`config.mk`:
```
export PLATFORM = sky130hd
export DESIGN_NAME = pipeline_hazard_ctrl
export DESIGN_NICKNAME = d
export VERILOG_FILES = /design/src/rtl/pipeline_hazard_ctrl.sv
export SDC_FILE = /design/constraint.sdc
export NUM_CORES = 1
export LEC_CHECK = 0
export BUFFER_PORTS_ARGS = -buffer_cell sky130_fd_sc_hd__buf_2
export CELL_PAD_IN_SITES_DETAIL_PLACEMENT = 1
export CELL_PAD_IN_SITES_GLOBAL_PLACEMENT = 1
export CORE_MARGIN = 2
export CORE_UTILIZATION = 45
export CTS_BUF_LIST = sky130_fd_sc_hd__clkbuf_8 sky130_fd_sc_hd__clkbuf_16
export CTS_CLUSTER_DIAMETER = 200
export CTS_CLUSTER_SIZE = 40
export DETAILED_ROUTE_END_ITERATION = 16
export PLACE_DENSITY = 0.91
export SLEW_MARGIN = 20
export SYNTH_ARGS = -nofsm -noshare
export SYNTH_HDL_FRONTEND = slang
export SYNTH_SLANG_ARGS = --single-unit
export TNS_END_PERCENT = 100
```
`constraint.sdc`:
```
create_clock -name clk -period 5.6 [get_ports clk]
set_input_delay 0.84 -clock clk [delete_from_list [all_inputs] [get_ports clk]]
set_output_delay 0.84 -clock clk [all_outputs]
set_load 0.005 [all_outputs]
```
`src/rtl/pipeline_hazard_ctrl.sv`:
```
// pipeline_hazard_ctrl: hazard detection, operand forwarding and perf counters
// for a five-stage in-order pipeline (IF ID EX MEM WB).
//
// Ports:
//   clk, reset             rising-edge clock, synchronous active-high reset
//   id_valid               ID stage holds a real instruction
//   id_rs1/id_rs2/id_rd    ID register numbers (REG_AW bits)
//   id_use_rs1/id_use_rs2  ID actually reads rs1/rs2
//   id_regwrite            ID instruction writes rd
//   id_memread/id_memop    ID is a load / is a load or store
//   ex_branch_taken        branch resolved taken in EX
//   dm_ready               data memory finishes the MEM access this cycle
//   stall_if/stall_id      hold the IF / ID pipeline registers
//   flush_id               squash the instruction in ID
//   bubble_ex              load a bubble into EX
//   freeze                 whole pipeline waits on data memory
//   fwd_a/fwd_b            EX operand select: 00 regfile, 10 MEM, 01 WB
//   cycle_cnt/retire_cnt/stall_cnt  wrapping performance counters

module pipeline_hazard_ctrl #(
    parameter int REG_AW = 5,
    parameter int CNT_W  = 32,
    parameter int FWD_EN = 1
) (
    input  logic              clk,
    input  logic              reset,
    input  logic              id_valid,
    input  logic [REG_AW-1:0] id_rs1,
    input  logic [REG_AW-1:0] id_rs2,
    input  logic [REG_AW-1:0] id_rd,
    input  logic              id_use_rs1,
    input  logic              id_use_rs2,
    input  logic              id_regwrite,
    input  logic              id_memread,
    input  logic              id_memop,
    input  logic              ex_branch_taken,
    input  logic              dm_ready,
    output logic              stall_if,
    output logic              stall_id,
    output logic              flush_id,
    output logic              bubble_ex,
    output logic              freeze,
    output logic [1:0]        fwd_a,
    output logic [1:0]        fwd_b,
    output logic [CNT_W-1:0]  cycle_cnt,
    output logic [CNT_W-1:0]  retire_cnt,
    output logic [CNT_W-1:0]  stall_cnt
);

    typedef struct packed {
        logic              valid;
        logic [REG_AW-1:0] rs1;
        logic [REG_AW-1:0] rs2;
        logic              use_rs1;
        logic              use_rs2;
        logic [REG_AW-1:0] rd;
        logic              regwrite;
        logic              memread;
        logic              memop;
    } stage_t;

    localparam int   EX     = 0;
    localparam int   MEM    = 1;
    localparam int   WB     = 2;
    localparam logic FWD_ON = (FWD_EN != 0);

    // Shadow copies of the instructions currently in EX, MEM and WB.
    stage_t pipe_q [3];
    stage_t id_rec;

    logic dep_ex;
    logic dep_mem;
    logic load_use;
    logic raw_ex;
    logic raw_mem;
    logic hazard;

    // True when a producer with a nonzero rd matches a used ID source.
    function automatic logic reads_rd(
        input stage_t            p,
        input logic              u1,
        input logic              u2,
        input logic [REG_AW-1:0] r1,
        input logic [REG_AW-1:0] r2
    );
        return (p.rd != '0) &&
               ((u1 && (r1 == p.rd)) || (u2 && (r2 == p.rd)));
    endfunction

    function automatic logic writes_reg(input stage_t p);
        return p.valid && p.regwrite && (p.rd != '0);
    endfunction

    // The younger producer (MEM) shadows an older one (WB) on the same rd.
    function automatic logic [1:0] fwd_sel(
        input logic              use_src,
        input logic [REG_AW-1:0] src,
        input stage_t            mem,
        input stage_t            wb
    );
        logic [1:0] sel;
        sel = 2'b00;
        if (FWD_ON && use_src) begin
            if (writes_reg(mem) && (mem.rd == src)) begin
                sel = 2'b10;
            end else if (writes_reg(wb) && (wb.rd == src)) begin
                sel = 2'b01;
            end
        end
        return sel;
    endfunction

    always_comb begin
        freeze = pipe_q[MEM].valid && pipe_q[MEM].memop && !dm_ready;

        dep_ex  = reads_rd(pipe_q[EX], id_use_rs1, id_use_rs2,
                           id_rs1, id_rs2);
        dep_mem = reads_rd(pipe_q[MEM], id_use_rs1, id_use_rs2,
                           id_rs1, id_rs2);

        // A load result is never available to EX one cycle later,
        // even with forwarding.
        load_use = pipe_q[EX].valid && pipe_q[EX].memread && dep_ex;

        // Without forwarding, any in-flight writer ahead of WB blocks ID.
        // WB itself is safe: the regfile writes before it is read.
        raw_ex  = pipe_q[EX].valid && pipe_q[EX].regwrite && dep_ex;
        raw_mem = pipe_q[MEM].valid && pipe_q[MEM].regwrite && dep_mem;

        hazard = load_use || (!FWD_ON && (raw_ex || raw_mem));
    end

    // Priority: memory freeze, then taken-branch flush, then RAW stall.
    always_comb begin
        stall_if  = 1'b0;
        stall_id  = 1'b0;
        flush_id  = 1'b0;
        bubble_ex = 1'b0;
        if (freeze) begin
            stall_if = 1'b1;
            stall_id = 1'b1;
        end else if (ex_branch_taken) begin
            flush_id  = 1'b1;
            bubble_ex = 1'b1;
        end else if (hazard) begin
            stall_if  = 1'b1;
            stall_id  = 1'b1;
            bubble_ex = 1'b1;
        end
    end

    always_comb begin
        fwd_a = fwd_sel(pipe_q[EX].use_rs1, pipe_q[EX].rs1,
                        pipe_q[MEM], pipe_q[WB]);
        fwd_b = fwd_sel(pipe_q[EX].use_rs2, pipe_q[EX].rs2,
                        pipe_q[MEM], pipe_q[WB]);
    end

    always_comb begin
        id_rec          = '0;
        id_rec.valid    = id_valid && !bubble_ex;
        id_rec.rs1      = id_rs1;
        id_rec.rs2      = id_rs2;
        id_rec.use_rs1  = id_use_rs1;
        id_rec.use_rs2  = id_use_rs2;
        id_rec.rd       = id_rd;
        id_rec.regwrite = id_regwrite;
        id_rec.memread  = id_memread;
        id_rec.memop    = id_memop;
    end

    always_ff @(posedge clk) begin
        if (reset) begin
            for (int i = 0; i < 3; i++) begin
                pipe_q[i].valid <= 1'b0;
            end
            cycle_cnt  <= '0;
            retire_cnt <= '0;
            stall_cnt  <= '0;
        end else begin
            cycle_cnt <= cycle_cnt + CNT_W'(1);
            if (pipe_q[WB].valid && !freeze) begin
                retire_cnt <= retire_cnt + CNT_W'(1);
            end
            if (stall_id) begin
                stall_cnt <= stall_cnt + CNT_W'(1);
            end
            if (!freeze) begin
                pipe_q[WB]  <= pipe_q[MEM];
                pipe_q[MEM] <= pipe_q[EX];
                pipe_q[EX]  <= id_rec;
            end
        end
    end

endmodule

```
# == After elaboration in Yosys (flattened, before gate mapping) ==
# Memories as Yosys holds them, arrays and structs flattened.
# Index checks and enable logic that the tools add are counted.
# word_totals
output_inout_bits,105
ff_bits,96
mem_bits_rw,63
memories,1
# op_classes
muxes,21
n_reduce_logical,24
addsub,3
n_bitwise,3
n_eq_ne,6
# mem_list
name,depth,width,rd,rd_ports_with_merged_regs,write_ports,line_no,source
pipe_q,3,21,3,0,3,68,stage_t pipe_q [3];
# op_table
operator,count
$add A32 B1 Y32 const B,3
$eq A5 B5 Y1,6
$logic_and A1 B1 Y1,17
$mux W1,17
$reduce_bool A5 Y1,3
$mux W2,4
$logic_not A1 Y1,3
$or A1 B1 Y1,3
$logic_or A1 B1 Y1,1

# == Logic depth before layout (Yosys ltp) ==
# An unclocked memory read counts as a cell.
# depth
word_depth,12
depth_mapped,8

# == Worst setup path before layout ==
# OpenSTA, ideal clock, no wires.
# synth_timing
path_kind,input-to-reg
startpoint,input dm_ready
endpoint,memory pipe_q[0][0] (netlist bit) (enable)
n_path_buf,1
required_time_ps,5193
stages,4
arrival_ps,2453
path_slack_ps,2740
path_cell_list,nand3b_2 -> inv_2 -> nor2_1 -> clkbuf_1
# synth_lines
item,line_no,source
start: declaration,37,"input logic dm_ready,"
end: declaration,68,

==> run metrics <==
clock skew=0.00779 ns; Avg Cell Area, Syn=9.42 µm²; CORE AREA=13300 µm²; total gr overflow=0; PortBufs=129; # H-tree levels=4; # hold bufs at CTS=0; drc violations=0; post-synth cell types=51; Final setup viols=0; max-slew violations=0; CTS sink cnt=132; Reg2Reg Setup Slack=3.00 ns; Detailed Routing Iterations Pass 1=4; ys async rst share=0%; Ports=130; antenna violations before repair=0; Fin Setup TNS=0 ns; Overall Global Routing Usage=24.0%; Peak Freq=287 MHz; Synth-to-Final Area Change=20.5%; sequential element share of the synthesized area=48.8%; measured slew at the worst slew-check pin=0.755 ns; Yosys warnings=0; unrepaired setup endpoints after global routing=no; die width=121 µm; Placer Congestion=0.902; Initial Utilization=46.3%; maximum number of pins on one net before global-route repair=69; clock tree buffer depth=2; pwr/cell area=275 nW/µm²; final wirelength=17200 µm; WHS Path Cells=1; clk slew on worst S/H paths=0.06 ns; CTS Buf Count=17; Clock Latency Late Sink=0.42 ns; Reg2Reg Depth=7; total nets after synthesis=682; maxcap violations=0; slew margin rel.=49.7%; Gate Count Post-Synth=654; global-route wire length before repair=27800 µm; Vias=5323; Leakage=2.95 nW; Hold Path Origin=cycle_cnt[0]; worst endpoint required time=4.76 ns; Min-Delay Path Class=flip-flop to flip-flop; Core Rows=42; ys flop type=dfxtp_1; final hold vios=0; Post-synth EDFFs=36; final cycle utilization of the critical path=62.2%; Final Critical Period=3.49 ns; Die H=121 µm; Peak supply drop=0.000186 V; CP max FO=62; Crit. End Element=output pin; CTS tree=built; Final HPWL DP=12200 µm; Layout Utilization=55.8%; Mapped Area=6160 µm²; DR WL/cell=17.8 µm; Via density=5.49; WS Path Type=flip-flop to output pin; CP startpoint=pipe_q[0][6]; Min-Delay Endpoint=cycle_cnt[0]; CP startpoint kind=flip-flop; Final #Nets=808; Clk Tree Root Cell=clkbuf_16; post-CTS setup buffers=0; initial drt markers=272; status=completed; antenna-violating nets left=0; reg2reg end=stall_cnt[20]; vias in the first global route=5591; #FFs+latches synth=132; post-CTS resize count=0; fraction of layout instances using a drive strength above 1=21.6%; die area=14600 µm²; diodes inserted=0; WP data arrival=2.65 ns; RR Startpoint=pipe_q[0][6]
[per-layer routing]
layer	vias to the layer above	wire (µm)	track usage [%]
met5	-	0	0
met4	0	289	7.63
met3	23	922	6.58
met2	133	8860	43.1
met1	2611	7140	27.6
li1	2556	-	-
[per-stage QoR]
| stage | hold WS [ns] | std cells | area, µm² | total power [W] | setup slack, ns |
|---|---|---|---|---|---|
| 3_5_place_dp | 0.479 | 937 | 6930 | 0.00112 | 2.46 |
| 6_report | 0.487 | 969 | 7420 | 0.00204 | 2.11 |
| 3_3_place_gp | 0.464 | 937 | 6930 | 0.00111 | 2.60 |
| 4_1_cts | 0.494 | 969 | 7420 | 0.00206 | 2.12 |
| 2_1_floorplan | 0.463 | 654 | 6160 | 0.00109 | 2.74 |
| 5_1_grt | 0.508 | 969 | 7420 | 0.00211 | 1.99 |
[worst max path at each step]
| stage | end | slack [ns] |
|---|---|---|
| global route | stall_if | 1.99 |
| floorplan | pipe_q[0][0] | 2.74 |
| detailed placement | stall_if | 2.46 |
| global placement | stall_if | 2.60 |
| finish | stall_if | 2.11 |
| CTS | stall_if | 2.12 |
[placed cells by master (no fill, tap or decap), types with 3 or more instances in the layout]
master / n
buf_2: 129
dfxtp_1: 96
nor2_1: 70
xor2_1: 46
and2_1: 45
nand2_1: 41
a21oi_1: 40
nand3_1: 37
xnor2_1: 36
edfxtp_1: 36
o21ai_0: 30
or3_1: 30
nand4_1: 23
inv_1: 18
clkbuf_16: 17
and3_1: 15
or4_1: 12
and4_1: 9
o31ai_1: 7
nor4_1: 6
nor3_1: 6
clkinv_2: 6
ha_1: 3
buf_4: 3
[state kept, by name (all words and copies together), names as in the netlist]
name,count
stall_cnt,32
retire_cnt,32
pipe_q,36
cycle_cnt,32
[cell families after synthesis]
logic type	count (synthesis)	synth area share (%)
AOI/OAI and AO/OA	85	7.80
xor gates and xnor gates	82	11.7
adders and majority gates	3	0.610
buffers and inverters	37	2.72
DFF	132	48.8
muxes	2	0.345
and+or+nand+nor	313	28.1
[critical path, cell delays in order (launching register included)]
cell,delay (ns)
edfxtp_1,0.46
or4_1,0.58
o211ai_2,0.18
nor2_1,0.10
a21oi_4,0.16
buf_4,0.47
inv_1,0.11
buf_2,0.15
[Yosys cell counts (7+ instances only)]
cell / n / share of area, %
a21oi_1: 40 / 3.3
and2_1: 45 / 4.6
and3_1: 15 / 1.5
and4_1: 9 / 1.3
clkbuf_1: 16 / 0.98
dfxtp_1: 96 / 31
edfxtp_1: 36 / 18
inv_1: 11 / 0.67
nand2_1: 41 / 2.5
nand3_1: 37 / 3.0
nand4_1: 23 / 2.3
nor2_1: 71 / 4.3
o21ai_0: 30 / 2.4
o31ai_1: 7 / 0.85
or3_1: 30 / 3.0
or4_1: 12 / 1.5
xnor2_1: 36 / 5.1
xor2_1: 46 / 6.5
[cell type report]
class / count / area [µm²]
inverters: 12 / 45.0
fillers: 1543 / 5870
clock inverters: 15 / 63.8
well taps: 176 / 220
multi-input cells: 485 / 3000
repair buffers: 132 / 668
clock buffers: 17 / 425
flip-flops and latches: 132 / 3000
[where the power goes]
group          switching [W]  internal, W  leakage (nW)  total (W)
clock network       0.000393     0.000544         0.273   0.000937
registers          0.0000190      0.00100          1.14    0.00102
logic              0.0000475    0.0000350          1.53  0.0000824
Note: power is estimated with default switching activity, not from simulation.
